--- src/rtl/mdu_sequencer.sv ---
// Iterative MULT/DIV sequencer with HI/LO ownership for the EX stage.
// One shared radix-2 datapath does shift-add multiply and restoring divide.
module mdu_sequencer #(
    parameter int ITER_PER_CYCLE = 1,
    parameter int XLEN           = 32
) (
    input  logic            clk,
    input  logic            rst_n,
    input  logic            ex_valid,
    input  logic            ex_rtype,
    input  logic [5:0]      ex_funct,
    input  logic            ex_flush,
    input  logic [XLEN-1:0] rs_val,
    input  logic [XLEN-1:0] rt_val,
    output logic            stall,
    output logic            busy,
    output logic [XLEN-1:0] mf_data,
    output logic [XLEN-1:0] hi,
    output logic [XLEN-1:0] lo
);

    localparam logic [5:0] LAST = 6'(32 / ITER_PER_CYCLE - 1);
    localparam logic [5:0] F_MFHI = 6'b010000;
    localparam logic [5:0] F_MTHI = 6'b010001;
    localparam logic [5:0] F_MTLO = 6'b010011;

    typedef enum logic [1:0] {IDLE, BUSY, FIX} state_t;

    state_t      state;
    logic [5:0]  cnt;
    logic [63:0] acc;
    logic [31:0] opnd;
    logic        is_div;
    logic        neg_res;
    logic        neg_rem;
    logic        div0;

    logic        is_op;
    logic        is_hl;
    logic        sgn_rs;
    logic        sgn_rt;
    logic [31:0] a_in;
    logic [31:0] b_in;
    logic [63:0] prod;
    logic [31:0] fix_hi;
    logic [31:0] fix_lo;

    assign is_op   = ex_valid & ex_rtype & (ex_funct[5:2] == 4'b0110);
    assign is_hl   = ex_valid & ex_rtype & (ex_funct[5:2] == 4'b0100);
    assign stall   = !ex_flush & (is_op | is_hl) & busy;
    assign mf_data = (ex_funct == F_MFHI) ? hi : lo;

    // Signed ops run on magnitudes; the sign flags restore the result in FIX.
    always_comb begin
        sgn_rs = !ex_funct[0] & rs_val[31];
        sgn_rt = !ex_funct[0] & rt_val[31];
        a_in   = sgn_rs ? -rs_val : rs_val;
        b_in   = sgn_rt ? -rt_val : rt_val;
    end

    always_comb begin
        prod   = neg_res ? -acc : acc;
        fix_hi = is_div ? (neg_rem ? -acc[63:32] : acc[63:32]) : prod[63:32];
        fix_lo = is_div ? (div0 ? 32'hFFFFFFFF : (neg_res ? -acc[31:0] : acc[31:0]))
                        : prod[31:0];
    end

    // Divide keeps remainder in acc[63:32] and shifts quotient bits into acc[31:0].
    function automatic logic [63:0] step(input logic [63:0] a, input logic div,
                                         input logic [31:0] d);
        logic [63:0] r;
        logic [32:0] sum;
        logic [32:0] diff;
        r = a;
        for (int i = 0; i < ITER_PER_CYCLE; i++) begin
            if (div) begin
                diff = r[63:31] - {1'b0, d};
                if (!diff[32]) r = {diff[31:0], r[30:0], 1'b1};
                else           r = {r[62:0], 1'b0};
            end else begin
                sum = {1'b0, r[63:32]} + (r[0] ? {1'b0, d} : 33'd0);
                r   = {sum, r[31:1]};
            end
        end
        return r;
    endfunction

    always_ff @(posedge clk or negedge rst_n) begin
        if (!rst_n) begin
            state   <= IDLE;
            busy    <= 1'b0;
            cnt     <= '0;
            acc     <= '0;
            opnd    <= '0;
            is_div  <= 1'b0;
            neg_res <= 1'b0;
            neg_rem <= 1'b0;
            div0    <= 1'b0;
            hi      <= '0;
            lo      <= '0;
        end else begin
            case (state)
                IDLE: begin
                    if (is_op && !ex_flush) begin
                        state   <= BUSY;
                        busy    <= 1'b1;
                        cnt     <= '0;
                        is_div  <= ex_funct[1];
                        acc     <= {32'b0, (ex_funct[1] ? a_in : b_in)};
                        opnd    <= ex_funct[1] ? b_in : a_in;
                        neg_res <= sgn_rs ^ sgn_rt;
                        neg_rem <= sgn_rs;
                        div0    <= (rt_val == 32'b0);
                    end else if (is_hl && !ex_flush) begin
                        if (ex_funct == F_MTHI) hi <= rs_val;
                        if (ex_funct == F_MTLO) lo <= rs_val;
                    end
                end
                BUSY: begin
                    acc <= step(acc, is_div, opnd);
                    cnt <= cnt + 6'd1;
                    if (cnt == LAST) state <= FIX;
                end
                FIX: begin
                    hi    <= fix_hi;
                    lo    <= fix_lo;
                    state <= IDLE;
                    busy  <= 1'b0;
                end
                default: begin
                    state <= IDLE;
                    busy  <= 1'b0;
                end
            endcase
        end
    end

endmodule

--- config.mk ---
export PLATFORM = sky130hd
export DESIGN_NAME = mdu_sequencer
export DESIGN_NICKNAME = d
export VERILOG_FILES = /design/src/rtl/mdu_sequencer.sv
export SDC_FILE = /design/constraint.sdc
export NUM_CORES = 1
export LEC_CHECK = 0
export CAP_MARGIN = 30
export CORE_ASPECT_RATIO = 0.75
export CORE_MARGIN = 4
export CORE_UTILIZATION = 42
export DETAILED_ROUTE_END_ITERATION = 12
export HOLD_SLACK_MARGIN = 0.12
export PLACE_DENSITY = 0.62
export SLEW_MARGIN = 10
export SYNTH_ARGS = -nofsm -noshare
export SYNTH_HDL_FRONTEND = slang
export SYNTH_SLANG_ARGS = --single-unit
--- constraint.sdc ---
create_clock -name clk -period 2.9 [get_ports clk]
set_input_delay 0.58 -clock clk [delete_from_list [all_inputs] [get_ports clk]]
set_output_delay 0.58 -clock clk [all_outputs]
set_load 0.02 [all_outputs]
After elaboration in Yosys (flattened, before gate mapping)
Index checks and enable logic that the tools add are counted.
{"block": "word_totals", "ff_bits": 173, "input_bits": 75}
{"block": "classes", "n_reduce_logical": 14, "mux": 31, "add_sub_neg": 8, "eq_ne": 14, "bitwise_logic": 10}
{"op": "$mux 32", "count": 17}
{"op": "$mux 64", "count": 4}
{"op": "$neg 32->32", "count": 4}
{"op": "$pmux 32 s2", "count": 2}
{"op": "$pmux 64 s2", "count": 1}
{"op": "$neg 64->64", "count": 1}
{"op": "$add 32x32->33", "count": 1}
{"op": "$sub 33x32->33", "count": 1}
{"op": "$logic_not 32->1", "count": 1}
{"op": "$eq 6x5->1 const B", "count": 4}
{"op": "$ne 2x2->1 const B", "count": 6}
{"op": "$pmux 6 s2", "count": 1}
{"op": "$eq 4x3->1 const B", "count": 2}
{"op": "$reduce_and 2->1", "count": 4}
{"op": "$reduce_and 4->1", "count": 2}
{"op": "$and 1x1->1", "count": 7}
{"op": "$add 6x1->6 const B", "count": 1}
{"op": "$mux 6", "count": 1}
{"op": "$mux 2", "count": 2}
{"op": "$pmux 2 s2", "count": 1}
{"op": "$reduce_bool 2->1", "count": 2}
{"op": "$eq 2x1->1 const B", "count": 1}
{"op": "$eq 2x2->1 const B", "count": 1}
{"op": "$logic_and 1x1->1", "count": 2}
{"op": "7 further kinds", "count": 8}

Depth between registers and ports, before layout
{"block": "depth", "ltp_word": 6, "depth_mapped": 14, "ltp_nobuf": 13}

Worst setup path before layout
OpenSTA, ideal clock, no wires.
{"block": "synth_timing", "path_kind": "register -> register", "from": "register acc[0]", "to": "register acc[63]", "arrival_ns": 3.002, "slack_ns": -0.237, "stages_incl_launch_ff": 14, "path_cell_list": "dfrtp_1 > inv_1 > clkbuf_1 > nor2_1 > ha_1 > o21a_1 > o21a_1 > a2bb2oi_1 > a211oi_1 > o31ai_1 > a21oi_1 > o21ai_0 > a211oi_1 > a311oi_1"}
{"block": "synth_via", "elab_chain_len": 4}
{"element": "from (decl)", "line": "31", "rtl": "logic [63:0] acc;"}
{"element": "from (signal assigned)", "line": "109", "rtl": "acc <= {32'b0, (ex_funct[1] ? a_in : b_in)};"}
{"element": "from (signal assigned)", "line": "120", "rtl": "acc <= step(acc, is_div, opnd);"}
{"element": "$mux 32", "line": "81", "rtl": "sum = {1'b0, r[63:32]} + (r[0] ? {1'b0, d} : 33'd0);"}
{"element": "$add 32x32->33", "line": "81"}
{"element": "$mux 64", "line": "76", "rtl": "if (div) begin"}
{"element": "$pmux 64 s2", "line": "102", "rtl": "case (state)"}
Every way passes these cells.
A chain may end at the register's enable or synchronous reset.

Worst setup path in the final report
{"block": "layout_timing", "from": "register opnd[0]", "to": "register acc[62]"}
{"block": "layout_via", "elab_chain_len": 4, "word_cells_on_any_way": 6, "cone_classes": "2 x add/sub; 4 x mux"}
{"element": "from (decl)", "line": "32", "rtl": "logic [31:0] opnd;"}
{"element": "from (signal assigned)", "line": "110", "rtl": "opnd <= ex_funct[1] ? b_in : a_in;"}
{"element": "$sub 33x32->33 / $mux 32 (equally long branches)", "line": "77, 81"}
{"element": "$mux 64 / $add 32x32->33 (equally long branches)", "line": "78, 81"}
{"element": "$mux 64 *", "line": "76"}
{"element": "$pmux 64 s2 *", "line": "102"}
Every way passes the cells marked *; elsewhere a longest branch is shown, timed or not.

==> summary.txt <==
Min path
  – Min-delay worst type: in2async

Floorplan
  – Core Area: 35800 µm²
  – Chip Width: 228 µm
  – Die area: 39400 µm²
  – I/O pins: 173
  – Initial Util: 42.6%
  – Placement row count: 60
  – Die Ht: between 150 and 200 µm

Run status
  – Status: complete, but fails checks
  – Failing checks: setup timing

STA
  – WHS: 0.113 ns
  – Worst Max-Slew Pin Slew: just over 0.8 ns
  – Peak Freq: 323 MHz
  – Final period utilization: 107%
  – Final Worst Setup Slack: -0.193 ns
  – Final setup fails: 75
  – RSZ-0062 raised after global routing: true
  – Minimum clock period: 3.09 ns
  – Slew headroom: 44.9%
  – Final Max Tran Viols: 0
  – Clock skew after layout: about 0.014 ns
  – Final hold viol count: 0

Detailed routing
  – DR pass1 iterations: 5
  – Post-DRT Antenna Nets: 0
  – Vias per cell: 5.95
  – DR iter-0 viols: 1858
  – Avg WL per Cell: approximately 23 µm
  – Via count: 17600
  – # DRC: 0
  – WL final: just under 70000 µm

Synth
  – Most common cell in the netlist: o21ai_0
  – Post-synthesis sequential area ratio: 28.4%
  – Distinct cells, synth: 74
  – Post-Synthesis Net Count: slightly above 2000
  – Syn. warnings: 0
  – Top_reg_cell synth: dfrtp_1
  – Area leader, netlist: dfrtp_1
  – Largest cells by area after synthesis: dfrtp_1 28%, o21ai_0 6.3%, xnor2_1 5.9%
  – Mapped Avg Cell Area: 7.90 µm²
  – Mapped cell area: 15200 µm²
  – Yosys reg bits: 173
  – Post-synth EDFFs: 0
  – Yosys top cell area share: 28.4%
  – Synth top cells by count: 192 x o21ai_0, 191 x nand2_1, 173 x dfrtp_1
  – Async set or reset register ratio after synthesis: between 90% and 100%
  – Cells after Synth: between 1500 and 2000

Power
  – Peak supply drop: 0.000501 V
  – Static leakage power: between 10 and 15 nW
  – PwrDens: 665 nW/µm²

Setup path
  – Critical Path Max Stage Delay: around 0.53 ns
  – Setup crit end kind: flip-flop
  – CP dominant cell by count: buf_6
  – Critical path class: reg2reg
  – CP Launch Type: flip-flop
  – Critical path arrival: 3.51 ns
  – Crit Path Max Fanout: 4
  – CP max stage cell: or4_4
  – Crit-path cells: buf_6 -> ha_4 -> fa_2 -> nand2b_4 -> a21oi_4 -> buf_6 -> o211a_4 -> nor4bb_4 -> o221ai_4 -> buf_6 -> a21oi_4 -> or4_4 -> a41oi_2 -> o21a_1
  – Critical Path RT: 3.32 ns

Placed design
  – DP HPWL: 52300 µm
  – Gp weighted congestion: 0.965
  – PortBufs: 172
  – Placed Instances: 2871
  – Pre-CTS setup slack: -0.615 ns

GRT
  – Largest net degree at the start of global routing: about 110
  – Global-route wire length before repair: ~100000 µm
  – GRT Util Overall: 33.0%
  – Vias in the first global route: 16600
  – Initial antenna violation count: 0
  – Grt total ovfl: 0

Final layout
  – Non-filler cells, final: 2953
  – Nets: approximately 2600
  – Share of cells above drive strength 1: 32.3%
  – Area Growth Syn to Fin: 51.0%

CTS
  – CTS Buf Count: 17
  – Clk slew on worst S/H paths: 0.08 ns
  – H-tree level count: 4
  – TritonCTS clock tree: done
  – Clock Latency Late Sink: between 0.4 and 0.5 ns
  – Clk root buf: clkbuf_16
  – CTS sink cnt: 173
  – # hold bufs at CTS: 0
  – CTS max path bufs: 2

Job
  – Maxcap violations: 0
## area by class of cell
cell class | count | area [µm²]
diodes | 1 | 2.50
clock buffers | 18 | 439
clock inverters | 14 | 138
fillers | 3075 | 12800
inverters | 59 | 229
multi-input cells | 1565 | 11500
flip-flops and latches | 173 | 4340
well taps | 465 | 582
repair buffers | 658 | 5740
## cell usage in the layout, fill, tap and decap left out, types with 10 or more instances in the layout
master,count
mux2_4,12
dfrtp_1,168
a21oi_2,19
nor2_1,159
a21oi_1,121
mux2i_1,61
clkbuf_16,17
mux2_2,24
a31oi_1,16
a22oi_1,29
o21ai_2,16
nor3_1,29
and3_1,16
ha_4,10
a211oi_1,42
xnor2_2,14
xor2_1,61
nand4_1,12
nor2b_1,12
nand2b_1,15
nand3_1,24
clkdlybuf4s50_1,128
o21ai_0,152
inv_1,51
nand2_1,182
o211ai_1,21
o21a_1,11
xnor2_1,89
ha_1,57
or3_1,19
a21o_1,37
buf_12,17
buf_6,53
o31ai_1,17
o22ai_1,22
buf_4,437
o21ai_1,42
## metal layers
metal / GRT usage [%] / up-vias / routed length [µm]
met5: 0 / - / 101
met4: 5.53 / 2 / 907
met3: 9.34 / 70 / 7640
met2: 46.5 / 871 / 27400
met1: 50.7 / 8505 / 31500
li1: - / 8134 / -
## registers in the layout, indices dropped and copies added, names as in the netlist
register  count
opnd         32
is_div        1
busy          1
acc          64
neg_res       1
lo           32
neg_rem       1
div0          1
cnt           6
state         2
hi           32
## worst max-delay path: cells and delay by family (launching register included)
| family | cells | cell delay (ns) |
|---|---|---|
| and+or+nand+nor | 3 | 0.76 |
| adders and majority gates | 2 | 0.54 |
| AOI/OAI and AO/OA | 6 | 0.94 |
| DFF | 1 | 0.40 |
| buffers and inverters | 3 | 0.41 |
## per-stage QoR
stage	total power [W]	TNS, ns	utilization [%]	instance area, µm²
2_1_floorplan	0.00741	0	-	15300
3_3_place_gp	0.0112	-56.01	57.3	20500
3_5_place_dp	0.0113	-59.85	57.3	20500
4_1_cts	0.0147	-2.41	61.5	22000
5_1_grt	0.0161	-9.34	64.3	23000
6_report	0.0153	-4.63	64.3	23000
## what timing repair did
item	4_1_cts	5_1_grt
gates cloned	5	0
setup endpoints to repair	110	103
buffers inserted	32	22
gates resized for setup	312	212
pin swaps	53	99
## worst paths after layout
path                       slack [ns]                start                   to  depth (start not counted)
setup / recovery                -0.19  opnd[0]$_DFFE_PN0P_  acc[62]$_DFFE_PN0P_                         14
hold / removal                   0.11                rst_n   lo[11]$_DFFE_PN0P_                          1
setup reg to reg                -0.19  opnd[0]$_DFFE_PN0P_  acc[62]$_DFFE_PN0P_                         14
min in group clk                 0.49  opnd[8]$_DFFE_PN0P_  opnd[8]$_DFFE_PN0P_                          2
hold reg to reg                  0.49  opnd[8]$_DFFE_PN0P_  opnd[8]$_DFFE_PN0P_                          2
max in group asynchronous        1.96                rst_n   acc[9]$_DFFE_PN0P_                          2
## where the power goes
part / switching (W) / internal, W
registers: 0.000307 / 0.00274
clock network: 0.00122 / 0.00117
logic: 0.00512 / 0.00474
## kinds of logic after synthesis
kind of cell,after synthesis,share of synthesized area (%)
fa+ha+maj,71,5.93
buf+inv,191,4.75
mux,97,6.67
flops,173,28.4
compound gates,654,26.8
xor+xnor,169,9.71
simple gates,574,17.7
No activity file was read; power rests on OpenSTA's default activity.
